<file path="config.mk">
export PLATFORM = sky130hd
export DESIGN_NAME = hdlc_tx_framer
export DESIGN_NICKNAME = d
export VERILOG_FILES = /design/src/rtl/hdlc_tx_framer.sv
export SDC_FILE = /design/constraint.sdc
export NUM_CORES = 1
export LEC_CHECK = 0
export BUFFER_PORTS_ARGS = -buffer_cell sky130_fd_sc_hd__buf_2
export CAP_MARGIN = 15
export CELL_PAD_IN_SITES_DETAIL_PLACEMENT = 1
export CELL_PAD_IN_SITES_GLOBAL_PLACEMENT = 1
export CORE_ASPECT_RATIO = 1.25
export CORE_MARGIN = 4
export CORE_UTILIZATION = 40
export DETAILED_ROUTE_END_ITERATION = 12
export HOLD_SLACK_MARGIN = 0.03
export PLACE_DENSITY = 0.82
export SLEW_MARGIN = 20
export SYNTH_ARGS = -nofsm -noshare
export SYNTH_HDL_FRONTEND = slang
export SYNTH_SLANG_ARGS = --single-unit
</file>
<file path="constraint.sdc">
create_clock -name Clk -period 2.4 [get_ports Clk]
set_input_delay 0.24 -clock Clk [delete_from_list [all_inputs] [get_ports Clk]]
set_output_delay 0.24 -clock Clk [all_outputs]
set_load 0.01 [all_outputs]
</file>
<file path="src/rtl/hdlc_tx_framer.sv">
// rtl/hdlc_tx_framer.sv - bit-serial HDLC transmit framer with zero insertion and abort
// Optional CRC-16-CCITT frame check sequence generation when TX_FCS_EN is defined.
module hdlc_tx_framer #(
   parameter int MAX_BYTES = 128,
   parameter int IDLE_MIN  = 8
) (
   input  logic       Clk,
   input  logic       Rst,
   input  logic       Tx_Enable,
   input  logic       Tx_AbortFrame,
   input  logic [7:0] Tx_Data,
   input  logic       Tx_DataValid,
   input  logic       Tx_LastByte,
   output logic       Tx_DataReady,
   output logic       Tx,
   output logic       Tx_ValidFrame,
   output logic       Tx_Done,
   output logic       Tx_AbortedTrans,
   output logic [7:0] Tx_FrameSize
);
   localparam int IW = $clog2(IDLE_MIN + 1);
   localparam logic [7:0] FLAG = 8'h7E;

   typedef enum logic [2:0] {S_IDLE, S_OPEN, S_DATA, S_FCS, S_CLOSE, S_ABORT} state_t;

   state_t        state;
   logic [4:0]    bit_cnt;
   logic [7:0]    shifter;
   logic          cur_last;
   logic [7:0]    byte_reg;
   logic          byte_full;
   logic          byte_last;
   logic          last_acc;
   logic [2:0]    ones_cnt;
   logic [IW-1:0] idle_cnt;
   logic [7:0]    frame_size;
   logic          tx_r;
   logic          vf_r;
   logic          done_r;
   logic          abrt_r;

   logic          accept;
   logic          full_now;
   logic [7:0]    nxt_data;
   logic          nxt_last;
   logic          stuff;
   logic          cur_bit;
   logic [2:0]    ones_nxt;
   logic [4:0]    seg_end;
   logic          end_now;
   logic          active;
   logic          abort_req;

`ifdef TX_FCS_EN
   logic [15:0] crc;

   function automatic logic [15:0] crc_step(input logic [15:0] c, input logic b);
      return (c[0] ^ b) ? ({1'b0, c[15:1]} ^ 16'h8408) : {1'b0, c[15:1]};
   endfunction
`endif

   assign Tx_DataReady    = vf_r && !byte_full && !last_acc && (state != S_ABORT);
   assign Tx              = tx_r;
   assign Tx_ValidFrame   = vf_r;
   assign Tx_Done         = done_r;
   assign Tx_AbortedTrans = abrt_r;
   assign Tx_FrameSize    = frame_size;

   // end_now marks the segment boundary, deferred by one cycle when a stuffed 0 is still owed
   always_comb begin
      accept    = Tx_DataValid && Tx_DataReady;
      full_now  = byte_full || accept;
      nxt_data  = byte_full ? byte_reg : Tx_Data;
      nxt_last  = byte_full ? byte_last : Tx_LastByte;
      stuff     = (ones_cnt == 3'd5);
      seg_end   = 5'd7;
      cur_bit   = shifter[bit_cnt[2:0]];
`ifdef TX_FCS_EN
      if (state == S_FCS) begin
         seg_end = 5'd15;
         cur_bit = ~crc[bit_cnt[3:0]];
      end
`endif
      ones_nxt  = cur_bit ? ones_cnt + 3'd1 : 3'd0;
      end_now   = stuff ? (bit_cnt == seg_end + 5'd1)
                        : (bit_cnt == seg_end && ones_nxt != 3'd5);
      active    = state inside {S_OPEN, S_DATA, S_FCS, S_CLOSE};
      abort_req = Tx_AbortFrame && active && !(state == S_CLOSE && bit_cnt == 5'd7);
   end

   always_ff @(posedge Clk) begin
      if (Rst) begin
         state      <= S_IDLE;
         bit_cnt    <= '0;
         shifter    <= '0;
         cur_last   <= 1'b0;
         byte_reg   <= '0;
         byte_full  <= 1'b0;
         byte_last  <= 1'b0;
         last_acc   <= 1'b0;
         ones_cnt   <= '0;
         idle_cnt   <= IW'(IDLE_MIN);
         frame_size <= '0;
         tx_r       <= 1'b1;
         vf_r       <= 1'b0;
         done_r     <= 1'b0;
         abrt_r     <= 1'b0;
`ifdef TX_FCS_EN
         crc        <= 16'hFFFF;
`endif
      end else begin
         done_r <= 1'b0;
         abrt_r <= 1'b0;
         if (accept) begin
            byte_reg  <= Tx_Data;
            byte_last <= Tx_LastByte;
            byte_full <= 1'b1;
            if (Tx_LastByte)
               last_acc <= 1'b1;
         end
         // The abort request emits the leading 0 of the abort pattern itself
         if (abort_req) begin
            state     <= S_ABORT;
            bit_cnt   <= 5'd1;
            tx_r      <= 1'b0;
            vf_r      <= 1'b0;
            ones_cnt  <= '0;
            byte_full <= 1'b0;
         end else begin
            case (state)
               S_IDLE: begin
                  tx_r <= 1'b1;
                  vf_r <= 1'b0;
                  if (idle_cnt < IW'(IDLE_MIN))
                     idle_cnt <= idle_cnt + 1'b1;
                  if (Tx_Enable && idle_cnt >= IW'(IDLE_MIN)) begin
                     state      <= S_OPEN;
                     bit_cnt    <= '0;
                     frame_size <= '0;
                     last_acc   <= 1'b0;
                     byte_full  <= 1'b0;
`ifdef TX_FCS_EN
                     crc        <= 16'hFFFF;
`endif
                  end
               end
               S_OPEN: begin
                  tx_r     <= FLAG[bit_cnt[2:0]];
                  vf_r     <= 1'b1;
                  ones_cnt <= '0;
                  bit_cnt  <= bit_cnt + 5'd1;
                  if (bit_cnt == 5'd7) begin
                     bit_cnt   <= '0;
                     byte_full <= 1'b0;
                     if (full_now) begin
                        state      <= S_DATA;
                        shifter    <= nxt_data;
                        cur_last   <= nxt_last;
                        frame_size <= frame_size + 8'd1;
                     end else begin
                        state <= S_ABORT;
                     end
                  end
               end
               S_DATA, S_FCS: begin
                  vf_r <= 1'b1;
                  if (stuff) begin
                     tx_r     <= 1'b0;
                     ones_cnt <= '0;
                  end else begin
                     tx_r     <= cur_bit;
                     ones_cnt <= ones_nxt;
                     bit_cnt  <= bit_cnt + 5'd1;
`ifdef TX_FCS_EN
                     if (state == S_DATA)
                        crc <= crc_step(crc, cur_bit);
`endif
                  end
                  if (end_now) begin
                     bit_cnt <= '0;
                     if (state == S_FCS) begin
                        state <= S_CLOSE;
                     end else if (cur_last) begin
`ifdef TX_FCS_EN
                        state <= S_FCS;
`else
                        state <= S_CLOSE;
`endif
                     end else if (frame_size != 8'(MAX_BYTES) && full_now) begin
                        shifter    <= nxt_data;
                        cur_last   <= nxt_last;
                        byte_full  <= 1'b0;
                        frame_size <= frame_size + 8'd1;
                     end else begin
                        state     <= S_ABORT;
                        byte_full <= 1'b0;
                     end
                  end
               end
               S_CLOSE: begin
                  tx_r     <= FLAG[bit_cnt[2:0]];
                  vf_r     <= 1'b1;
                  ones_cnt <= '0;
                  bit_cnt  <= bit_cnt + 5'd1;
                  if (bit_cnt == 5'd7) begin
                     done_r   <= 1'b1;
                     state    <= S_IDLE;
                     bit_cnt  <= '0;
                     idle_cnt <= '0;
                  end
               end
               S_ABORT: begin
                  tx_r     <= (bit_cnt != 5'd0);
                  vf_r     <= 1'b0;
                  ones_cnt <= '0;
                  bit_cnt  <= bit_cnt + 5'd1;
                  if (bit_cnt == 5'd7) begin
                     abrt_r   <= 1'b1;
                     state    <= S_IDLE;
                     bit_cnt  <= '0;
                     idle_cnt <= '0;
                  end
               end
               default: state <= S_IDLE;
            endcase
         end
      end
   end
endmodule

</file>
Word level (Yosys, flattened, before mapping):

Memories as Yosys holds them, arrays and structs flattened.
Cells that the tools add are included.

* muxes and demuxes: 67
* reductions and logical operators: 42
* add/sub/neg operators: 4
* order comparisons: 3
* equality and inequality tests: 28
* bitwise operators: 3

Operators with widths (number)
* 2-to-1 mux 8 bit: 14
* 2-to-1 mux 3 bit: 11
* 2-to-1 mux 1 bit: 25
* case mux 8 bit (3 select lines): 1
* 2-to-1 mux 5 bit: 4
* case mux 8 bit (2 select lines): 1
* inequality test 3 bit (second input constant): 5
* case mux 5 bit (3 select lines): 1
* inequality test 2 bit (second input constant): 7
* case mux 3 bit (4 select lines): 1
* logical AND 1 bit: 10
* AND reduction 5 bit: 2
* nonzero test 5 bit: 2
* OR reduction 2 bit: 5
* == test 3 bit (second input constant): 3
* AND reduction 9 bit: 1
* OR reduction 3 bit: 3
* adder 8 x 1 -> 8 bit (second input constant): 1
* 2-to-1 mux 4 bit: 2
* inequality test 4 bit (second input constant): 2
* inequality test 8 bit (second input constant): 1
* case mux 4 bit (2 select lines): 1
* AND reduction 8 bit: 1
* nonzero test 2 bit: 4
* other kinds (29): 39

* bits in registers: 47
* bits in read-only memories: 8
* input bits: 14
* logic and storage cells: 165
* output and inout port bits: 13
* memories kept: 1

Memories
* (name not given): words 8, width 1, read ports 1, clocked after Yosys merged registers in 0, wr ports 0, line 201 `tx_r <= FLAG[bit_cnt[2:0]];`

Logic depth before layout (Yosys ltp):

Gate-level depths: netlist of run 1.

* depth after elaboration: 13
* mapped depth: 10
* mapped depth without buffers: 8

Worst setup path before layout of run 1:

Ideal clock, no wire load.

* kind: reg2reg
* from: register bit_cnt[0]
* to: register frame_size[1], in the netlist Tx_FrameSize[1]
* buffers on the path: 2
* path slack: -0.088 ns
* cell stages (with the launch flop): 11
* data arrival time: 2.418 ns
* cell sequence: dfxtp_1 -> buf_6 -> inv_1 -> ha_1 -> nor4bb_1 -> nor2_1 -> o21a_1 -> or4b_4 -> buf_6 -> or3_1 -> a21oi_1

* cells in the longest elaborated chain, start to end: 8

Ends and longest elaborated chain
* start: declaration: line 27 `logic [4:0] bit_cnt;`
* start signal: assignment: line 151 `bit_cnt <= bit_cnt + 5'd1;`
* start signal: assignment: line 173 `bit_cnt <= bit_cnt + 5'd1;`
* start signal: assignment: line 204 `bit_cnt <= bit_cnt + 5'd1;`
* binary-select mux 1 bit (select 3 bit): line 77 `cur_bit = shifter[bit_cnt[2:0]];`
* 2-to-1 mux 1 bit (implied by the code): line 77
* 2-to-1 mux 3 bit: line 84 `ones_nxt = cur_bit ? ones_cnt + 3'd1 : 3'd0;`
* inequality test 3 bit: line 86 `: (bit_cnt == seg_end && ones_nxt != 3'd5);`
* logical AND 1 bit: line 86
* 2-to-1 mux 1 bit: line 85 `end_now = stuff ? (bit_cnt == seg_end + 5'd1)`
* inequality test 2 bit (no line)
* AND reduction 9 bit (no line) *
* end signal: assignment: line 159 `frame_size <= frame_size + 8'd1;`
* end signal: assignment: line 193 `frame_size <= frame_size + 8'd1;`
* end: declaration: line 36 `logic [7:0] frame_size;`

Mark *: on every way between the ends. The rest lies on a longest branch, timed or not. The select of a mux whose other input is x is not followed.
A chain may end at the register's enable or synchronous reset.

Final worst setup path of run 1:

* from: register bit_cnt[0]
* to: register cur_last

* cells in the longest elaborated chain, start to end: 8

Ends and longest elaborated chain
* binary-select mux 1 bit (select 3 bit): line 77
* 2-to-1 mux 1 bit (implied by the code): line 77
* 2-to-1 mux 3 bit: line 84
* inequality test 3 bit: line 86
* logical AND 1 bit: line 86
* 2-to-1 mux 1 bit: line 85
* inequality test 2 bit (no line)
* AND reduction 6 bit (no line) *
* end signal: assignment: line 158 `cur_last <= nxt_last;`
* end signal: assignment: line 191 `cur_last <= nxt_last;`
* end: declaration: line 29 `logic cur_last;`

Marks and branches as above.

==> results of run 1 <==
==> power groups by stage <==
stage | sequential (mW) | clock, mW | combinational [mW]
finish | 0.975 | 0.719 | 1.52
global route | 0.987 | 0.756 | 1.64
CTS | 0.969 | 0.717 | 1.38
detailed placement | 0.980 | 0 | 1.29
global placement | 0.975 | 0 | 1.25
floorplan | 0.956 | 0 | 0.800
==> layout make-up <==
class	count	area, µm²
timing repair buffer	71	488
fill	770	2870
inverter	13	48.8
multi-input combinational	238	1740
tap	85	106
clock buffer	6	72.6
clock inverter	2	60.1
sequential	47	946
==> cell families (layout without fill, tap and decap cells) <==
family,after synthesis,in the layout
AND/OR/NAND/NOR,114,115
AO/OA/AOI/OAI,92,92
flip-flops,47,47
buffers and inverters,32,92
multiplexers,22,22
adder cells (fa/ha/maj),8,8
XOR/XNOR,1,1
==> synthesized netlist by cell type, types with 2 or more instances <==
cell	instances
nor2_1	30
nand3b_1	4
dfxtp_1	47
buf_1	3
nor3_1	10
inv_1	13
mux2_2	2
o21ai_0	15
ha_1	8
a41oi_1	2
nor4_1	2
nor2b_1	3
buf_6	2
nand3_1	10
a211oi_1	2
or4_1	5
and3_1	9
o31ai_1	8
nand2b_1	3
a311oi_1	9
a31oi_1	2
buf_2	3
and2_1	2
a22oi_1	2
a21o_1	2
o2111ai_1	3
nand4_1	2
clkbuf_1	11
a21oi_1	31
mux2i_1	19
o22ai_1	4
nor3b_1	2
nor4b_1	2
nand2_1	20
==> repair_timing <==
item | 4_1_cts | 5_1_grt
gates cloned | 1 | 0
resized for setup | 12 | 25
hold buffers | 0 | 0
endpoints found under the hold margin | 0 | 0
setup endpoints to repair | 18 | 15
pin swaps | 5 | 8
setup buffers | 1 | 1
==> path summary, 6_finish.rpt <==
check	end	slack (ns)	startpoint	depth (start not counted)
max reg2reg	cur_last$_SDFFE_PP0P_	-0.14	bit_cnt[0]$_SDFFE_PP0P_	9
min	byte_reg[1]$_SDFFE_PP0P_	0.17	Tx_Data[1]	3
min reg2reg	byte_last$_SDFFE_PP0P_	0.46	byte_last$_SDFFE_PP0P_	2
max	cur_last$_SDFFE_PP0P_	-0.14	bit_cnt[0]$_SDFFE_PP0P_	9
==> critical path, cell delays in order (launching register included) <==
cell,delay (ns)
dfxtp_4,0.38
inv_1,0.10
ha_2,0.20
nor4bb_4,0.27
nor2_2,0.08
o21a_1,0.23
buf_4,0.17
or2_2,0.31
or4b_1,0.58
a21oi_2,0.17
==> routing by layer <==
| metal | routed length [µm] | GRT usage [%] | part of all wire [%] |
|---|---|---|---|
| met3 | 335 | 3.75 | 3.8 |
| met5 | 0 | 0 | 0 |
| met1 | 3600 | 25.3 | 40 |
| met2 | 4680 | 39.3 | 52 |
| met4 | 310 | 8.97 | 3.5 |
==> impl_metrics.py, run 1 <==
metrics = {
    "logic_synthesis": {
        "synth_simple_gate_area_share_pct": 23.5,
        "synth-xor-area-share_pct": 0.330,
        "syn_area_per_cell_um2": 8.39,
        "seq_area_frac_synth_pct": 35.5,
        "synth_top_family_by_area": "simple AND/OR/NAND/NOR gates",
        "syn_nets": 338,
        "syn_inst": 316,
        "ys.flop_type": "dfxtp_1",
        "synthArstFlopShare_pct": 0,
        "yosys_warnings": 0,
        "synth_compound_area_share_pct": 23.1,
        "netlist-cell-type-count": 58,
        "synth_edf_count": 0,
        "synth-seq-cells": 47,
        "syn_area_um2": 2650,
        "synthTopCellsByArea": "dfxtp_1, mux2i_1, a21oi_1",
        "synth_top_area_share_pct": 35.5,
        "yosysTopAreaCell": "dfxtp_1",
        "synth_fa_ha_area_share_pct": 3.78,
        "synth_mux_area_share_pct": 8.59,
    },
    "finish": {
        "layout.cells.non_filler": 462,
        "n_antenna_cell": 0,
        "drive_above_1_share_pct": 30.0,
        "fin_area_um2": 3460,
        "final_cell_mix": "dfxtp_1, buf_4, nor2_1",
        "area_growth_pct": 30.5,
        "final_core_util_pct": 54.7,
        "layout_commonest_cell": "dfxtp_1",
        "fin_nets": 398,
    },
    "timing": {
        "finalMaxSlewViolations": 0,
        "worst_pin_slew_ns": 0.709,
        "rsz0062_at_grt": "true",
        "fin_ws_ns": -0.139,
        "fmax_ghz": 0.394,
        "slew_headroom_pct": 52.6,
        "hold_ws_ns": 0.172,
        "setup_viol": 7,
        "finalClockSkew_ns": 0.00923,
        "fin_crit_ns": 2.54,
        "tns_ns": -0.430,
        "finalCritPeriodShare_pct": 106,
        "hold_viol_final": 0,
    },
    "grt": {
        "grt_max_degree": 29,
        "grtUsageTotal_pct": 22.0,
        "antenna_found_initial": 0,
        "grt_overflow": 0,
        "grt_pass1_vias": 2912,
        "grt_pass1_wl_um": 14000,
    },
    "drt": {
        "dr.pass1.iters": 5,
        "drc_errors": 0,
        "drtIter0Drc": 221,
        "viasPerCell": 6.03,
        "detail_route.wl_per_cell_um": 19.3,
        "totalWireLength_um": 8920,
        "ant_nets": 0,
        "vias": 2786,
    },
    "power_and_ir_drop": {
        "p_sw_mw": 1.28,
        "vdd_drop_max_mv": 0.509,
        "p_comb_share_pct": 47.3,
        "pwr-share-seq_pct": 30.3,
        "power.density_nw_per_um2": 930,
        "p_leak_nw": 1.39,
        "power.internal_mw": 1.94,
        "design_power_total_mw": 3.22,
        "switching_share_pct": 39.7,
        "p_clk_share_pct": 22.4,
    },
    "clocking": {
        "cts_tree": "done",
        "cts-root-buf": "clkbuf_8",
        "cts.htree.levels": 2,
        "clk_path_buf_depth": 2,
        "clk_latency_ns": 0.32,
        "cts.sinks": 47,
        "clkTransAtPathRegs_ns": 0.09,
        "numCtsBuffers": 5,
    },
    "critical_path": {
        "worst-path-max-fanout": 6,
        "startpoint_type": "register",
        "path_class": "register to register",
        "critPathCaptureType": "register",
        "crit_required_ns": 2.65,
        "critical_path_arrival_ns": 2.79,
    },
    "placement": {
        "detailed_place.area_um2": 3140,
        "place_inst": 451,
        "post-dp-hpwl_um": 5890,
        "place_congestion": 0.890,
        "place_ws_ns": -0.0935,
        "io_buffers": 26,
    },
    "hold_path": {
        "hold_path_class": "primary input to register",
    },
    "status": {
        "status": "finished with violations",
        "violations": "setup timing",
    },
    "die": {
        "pin_count": 27,
        "start_util_pct": 41.9,
        "die_area_um2": 8000,
        "chipWidth_um": 80.8,
        "rows": 32,
        "core_area_um2": 6330,
        "die_y_um": 99.0,
    },
    "flow_run": {
        "cap_viol_max_count": 0,
    },
}
Power figures use the tool's default switching activity.
==> run 2: changes to the inputs <==
--- a/config.mk
+++ b/config.mk
@@ -15,6 +15,7 @@
 export DETAILED_ROUTE_END_ITERATION = 12
 export HOLD_SLACK_MARGIN = 0.03
 export PLACE_DENSITY = 0.82
+export RECOVER_POWER = 25
 export SLEW_MARGIN = 20
 export SYNTH_ARGS = -nofsm -noshare
 export SYNTH_HDL_FRONTEND = slang
==> impl_metrics.py, run 2 (same netlist as run 1, synthesis figures left out) <==
metrics = {
    "clocking": {
        "clkTransAtPathRegs_ns": 0.09,
        "clk_latency_ns": 0.31,
        "clk_path_buf_depth": 2,
        "cts.sinks": 47,
        "cts-hold-fix-buffers": 0,
        "cts.htree.levels": 2,
        "numCtsBuffers": 5,
        "cts_tree": "done",
        "cts-root-buf": "clkbuf_8",
    },
    "power_and_ir_drop": {
        "pwr-share-seq_pct": 30.4,
        "vdd_drop_max_mv": 0.498,
        "p_clk_share_pct": 22.2,
        "power.internal_mw": 1.94,
        "p_sw_mw": 1.27,
        "switching_share_pct": 39.5,
        "p_leak_nw": 1.37,
        "power.density_nw_per_um2": 929,
        "p_comb_share_pct": 47.4,
    },
    "finish": {
        "final_cell_mix": "dfxtp_1, buf_4, nor2_1",
        "fin_nets": 398,
        "n_antenna_cell": 0,
        "area_growth_pct": 30.1,
        "layout_commonest_cell": "dfxtp_1",
        "fillers": 772,
        "drive_above_1_share_pct": 28.4,
        "multi_input_area_um2": 1740,
        "fin_area_um2": 3450,
        "final_core_util_pct": 54.5,
        "seq_area_um2": 946,
    },
    "die": {
        "core_area_um2": 6330,
        "pin_count": 27,
        "die_area_um2": 8000,
        "start_util_pct": 41.9,
        "rows": 32,
        "die_y_um": 99.0,
        "chipWidth_um": 80.8,
    },
    "drt": {
        "viasPerCell": 6.04,
        "totalWireLength_um": 8900,
        "dr.pass1.iters": 4,
        "detail_route.wl_per_cell_um": 19.3,
        "vias": 2789,
        "drtIter0Drc": 221,
        "drc_errors": 0,
        "ant_nets": 0,
    },
    "timing": {
        "fin_ws_ns": -0.140,
        "fin_crit_ns": 2.54,
        "finalMaxSlewViolations": 0,
        "fmax_ghz": 0.394,
        "hold_viol_final": 0,
        "rsz0062_at_grt": "true",
        "finalClockSkew_ns": 0.00927,
        "slew_headroom_pct": 52.6,
        "tns_ns": -0.453,
        "finalCritPeriodShare_pct": 106,
        "setup_viol": 7,
        "worst_pin_slew_ns": 0.710,
    },
    "grt": {
        "grt_pass1_vias": 2912,
        "grt_pass1_wl_um": 14000,
        "grtUsageTotal_pct": 22.0,
        "grt_overflow": 0,
        "grt_max_degree": 29,
        "antenna_found_initial": 0,
    },
    "critical_path": {
        "critPathCaptureType": "register",
        "crit_chain": "inv_1, ha_2, nor4bb_4, nor2_2, o21a_1, buf_4, or2_2, or4b_1, a21oi_2",
        "critical_path_arrival_ns": 2.78,
        "r2r_start": "bit_cnt[0]$_SDFFE_PP0P_",
        "crit_slowest_cell": "or4b_1",
        "crit_required_ns": 2.64,
        "regToRegSetupSlack_ns": -0.14,
        "regToRegEndpoint": "cur_last$_SDFFE_PP0P_",
        "startpoint_type": "register",
        "path_class": "register to register",
        "worst-path-max-fanout": 6,
        "cp_slowest_stage_delay_ns": 0.58,
        "ff2ff_path_depth": 9,
    },
    "hold_path": {
        "worstHoldEndpoint": "byte_reg[1]$_SDFFE_PP0P_",
        "hold_path_class": "primary input to register",
        "hp-start": "Tx_Data[1]",
        "hold-path-cell-count": 3,
    },
    "placement": {
        "io_buffers": 26,
        "detailed_place.area_um2": 3140,
        "place_ws_ns": -0.0935,
        "place_congestion": 0.890,
        "post-dp-hpwl_um": 5890,
    },
    "flow_run": {
        "cap_viol_max_count": 0,
    },
    "status": {
        "violations": "setup timing",
        "status": "finished with violations",
    },
}
==> run 2: layout make-up <==
cell class | count | share of cell area, %
Timing Repair Buffer | 71 | 13.9
Clock buffer | 6 | 2.10
Clock inverter | 2 | 1.74
Multi-Input combinational cell | 238 | 50.4
Tap cell | 85 | 3.08
Sequential cell | 47 | 27.4
Inverter | 13 | 1.41
==> run 2: timing repair <==
item / 4_1_cts / 5_1_grt
resized for setup: 12 / 25
gates cloned: 1 / 0
setup endpoints to repair: 18 / 15
buffers inserted: 1 / 1
pin swaps: 5 / 8
==> run 2: how the worst max path moves through the flow <==
stage,start,end,slack (ns),cells after the start
after floorplan,bit_cnt[0]$_SDFFE_PP0P_,Tx_FrameSize[1]$_SDFFE_PP0P_,-0.02,8
after global placement,bit_cnt[0]$_SDFFE_PP0P_,Tx_FrameSize[3]$_SDFFE_PP0P_,-0.06,6
after detailed placement,bit_cnt[0]$_SDFFE_PP0P_,Tx_FrameSize[5]$_SDFFE_PP0P_,-0.09,7
after CTS,bit_cnt[0]$_SDFFE_PP0P_,Tx_FrameSize[4]$_SDFFE_PP0P_,-0.007,6
after global routing,bit_cnt[0]$_SDFFE_PP0P_,cur_last$_SDFFE_PP0P_,-0.18,9
final,bit_cnt[0]$_SDFFE_PP0P_,cur_last$_SDFFE_PP0P_,-0.14,9
==> run 2: per-layer routing <==
| layer | GRT usage [%] | part of all wire, % |
|---|---|---|
| met1 | 25.3 | 40 |
| met2 | 39.3 | 53 |
| met3 | 3.75 | 4.2 |
| met4 | 8.97 | 3.0 |
| met5 | 0 | 0 |
==> run 2: power by group through the flow <==
stage / registers (mW) / clock network (mW) / logic, mW
6_report: 0.975 / 0.711 / 1.52
5_1_grt: 0.987 / 0.756 / 1.64
3_5_place_dp: 0.980 / 0 / 1.29
4_1_cts: 0.969 / 0.717 / 1.38
3_3_place_gp: 0.975 / 0 / 1.25
2_1_floorplan: 0.956 / 0 / 0.800
==> run 2: per-stage QoR <==
step,hold slack [ns],power [mW],cells
6_report,0.179,3.21,462
5_1_grt,0.212,3.38,462
4_1_cts,0.173,3.07,461
3_5_place_dp,0.457,2.27,451
3_3_place_gp,0.448,2.22,451
2_1_floorplan,0.384,1.76,316
==> run 2: critical path, delay by kind of cell, from the launching register on <==
family / cells / cell delay [ns]
fa+ha+maj: 1 / 0.20
flops: 1 / 0.38
compound gates: 2 / 0.40
buf+inv: 2 / 0.26
simple gates: 4 / 1.24
==> run 3: changes to the inputs <==
--- a/config.mk
+++ b/config.mk
@@ -14,7 +14,7 @@
 export CORE_UTILIZATION = 40
 export DETAILED_ROUTE_END_ITERATION = 12
 export HOLD_SLACK_MARGIN = 0.03
-export PLACE_DENSITY = 0.82
+export PLACE_DENSITY = 0.76
 export RECOVER_POWER = 25
 export SLEW_MARGIN = 20
 export SYNTH_ARGS = -nofsm -noshare
==> impl_metrics.py, run 3 (same netlist as run 1, synthesis figures left out) <==
metrics = {
    "finish": {
        "layout_commonest_cell": "dfxtp_1",
        "fin_nets": 399,
        "n_antenna_cell": 0,
        "layout.cells.non_filler": 463,
        "drive_above_1_share_pct": 29.6,
        "area_growth_pct": 30.2,
        "final_core_util_pct": 54.5,
        "final_cell_mix": "dfxtp_1, buf_4, nor2_1",
    },
    "die": {
        "die_area_um2": 8000,
        "pin_count": 27,
        "rows": 32,
        "core_area_um2": 6330,
        "start_util_pct": 41.9,
        "die_y_um": 99.0,
        "chipWidth_um": 80.8,
    },
    "placement": {
        "place_ws_ns": -0.122,
        "place_inst": 448,
        "io_buffers": 26,
        "place_congestion": 0.859,
        "post-dp-hpwl_um": 5850,
    },
    "grt": {
        "grt_use_met3_pct": 3.11,
        "grt_pass1_vias": 2724,
        "grt_max_degree": 30,
        "grtUsageTotal_pct": 21.2,
        "antenna_found_initial": 0,
        "top_usage_layer": "met2",
        "use_met2_pct": 37.3,
        "grt_pass1_wl_um": 13700,
        "grt_util_met1_pct": 26.6,
        "grt_overflow": 0,
    },
    "timing": {
        "finalClockSkew_ns": 0.00653,
        "rsz0062_at_grt": "true",
        "worst_pin_slew_ns": 0.623,
        "fin_ws_ns": -0.0670,
        "fin_crit_ns": 2.47,
        "slew_headroom_pct": 58.5,
        "finalMaxSlewViolations": 0,
        "setup_viol": 5,
        "fmax_ghz": 0.405,
        "hold_viol_final": 0,
        "hold_ws_ns": 0.179,
        "finalCritPeriodShare_pct": 103,
    },
    "critical_path": {
        "critical_path_arrival_ns": 2.72,
        "crit_required_ns": 2.65,
        "worst-path-max-fanout": 6,
        "critPathCaptureType": "register",
        "startpoint_type": "register",
        "ff2ff_path_depth": 6,
        "path_class": "register to register",
        "regToRegEndpoint": "Tx_FrameSize[5]$_SDFFE_PP0P_",
        "regToRegSetupSlack_ns": -0.07,
        "r2r_start": "bit_cnt[0]$_SDFFE_PP0P_",
    },
    "power_and_ir_drop": {
        "design_power_total_mw": 3.10,
        "p_leak_nw": 1.36,
        "power.density_nw_per_um2": 897,
        "vdd_drop_max_mv": 0.391,
    },
    "hold_path": {
        "hp-start": "Tx_Data[1]",
        "worstHoldEndpoint": "byte_reg[1]$_SDFFE_PP0P_",
        "hold-path-cell-count": 3,
        "hold_path_class": "primary input to register",
    },
    "flow_run": {
        "cap_viol_max_count": 0,
    },
    "drt": {
        "vias": 2720,
        "drtIter0Drc": 117,
        "detail_route.wl_per_cell_um": 18.7,
        "viasPerCell": 5.87,
        "ant_nets": 0,
        "dr.pass1.iters": 4,
        "totalWireLength_um": 8650,
        "drc_errors": 0,
    },
    "clocking": {
        "cts_tree": "done",
        "cts-root-buf": "clkbuf_8",
        "clk_latency_ns": 0.31,
        "clk_path_buf_depth": 2,
        "numCtsBuffers": 5,
        "cts.htree.levels": 2,
        "cts.sinks": 47,
        "clkTransAtPathRegs_ns": 0.10,
    },
    "status": {
        "violations": "setup timing",
        "status": "finished with violations",
    },
}
[run 3: cell types whose count changed in the layout (fill, tap and decap cells not counted), moves of 2 or more]
cell,before,now
a21oi_2,4,8
a21oi_1,26,23
buf_2,21,18
clkbuf_1,7,9
[run 3: layer usage]
metal | share of wire (%) | up-vias
li1 | - | 1313
met4 | 1.7 | 0
met2 | 53 | 54
met1 | 41 | 1339
met5 | 0 | -
met3 | 3.8 | 14
[run 3: layout make-up]
cell class | count | area (µm²)
Timing Repair Buffer | 72 | 485
Fill cell | 785 | 2880
Sequential cell | 47 | 948
Clock inverter | 3 | 43.8
Inverter | 13 | 48.8
Clock buffer | 5 | 68.8
Multi-Input combinational cell | 238 | 1750
Tap cell | 85 | 106
[run 3: critical path, stage by stage (launching register included)]
cell	delay, ns
dfxtp_4	0.40
mux2_4	0.30
o311a_1	0.30
and4bb_4	0.22
or4b_4	0.60
or4_4	0.44
a21oi_2	0.14
[run 3: metrics by stage]
step | setup TNS (ns) | area, µm²
4_1_cts | -0.0715 | 3320
3_5_place_dp | -0.407 | 3120
5_1_grt | -1.32 | 3450
6_report | -0.246 | 3450
3_3_place_gp | -0.155 | 3120
2_1_floorplan | -0.0308 | 2660
[run 3: timing repair]
| action | 4_1_cts | 5_1_grt |
|---|---|---|
| resized for setup | 12 | 33 |
| pin swaps | 5 | 8 |
| setup endpoints to repair | 11 | 23 |
| hold buffers | 0 | 0 |
| cloned | 1 | 0 |
| setup buffers | 4 | 2 |
[run 3: worst max-delay path by stage]
stage,from,to,slack [ns],cells after the start
floorplan,bit_cnt[0]$_SDFFE_PP0P_,Tx_FrameSize[1]$_SDFFE_PP0P_,-0.02,8
global placement,bit_cnt[0]$_SDFFE_PP0P_,Tx_FrameSize[3]$_SDFFE_PP0P_,-0.1,6
detailed placement,bit_cnt[0]$_SDFFE_PP0P_,Tx_FrameSize[3]$_SDFFE_PP0P_,-0.12,6
CTS,bit_cnt[0]$_SDFFE_PP0P_,Tx_FrameSize[5]$_SDFFE_PP0P_,-0.03,6
global route,bit_cnt[0]$_SDFFE_PP0P_,Tx_FrameSize[3]$_SDFFE_PP0P_,-0.15,7
finish,bit_cnt[0]$_SDFFE_PP0P_,Tx_FrameSize[5]$_SDFFE_PP0P_,-0.07,6
[run 3: where the power goes]
part	switching, mW	internal (mW)	leakage, nW
Clock	0.305	0.311	0.0581
Sequential	0.0852	0.886	0.382
Combinational	0.870	0.638	0.916
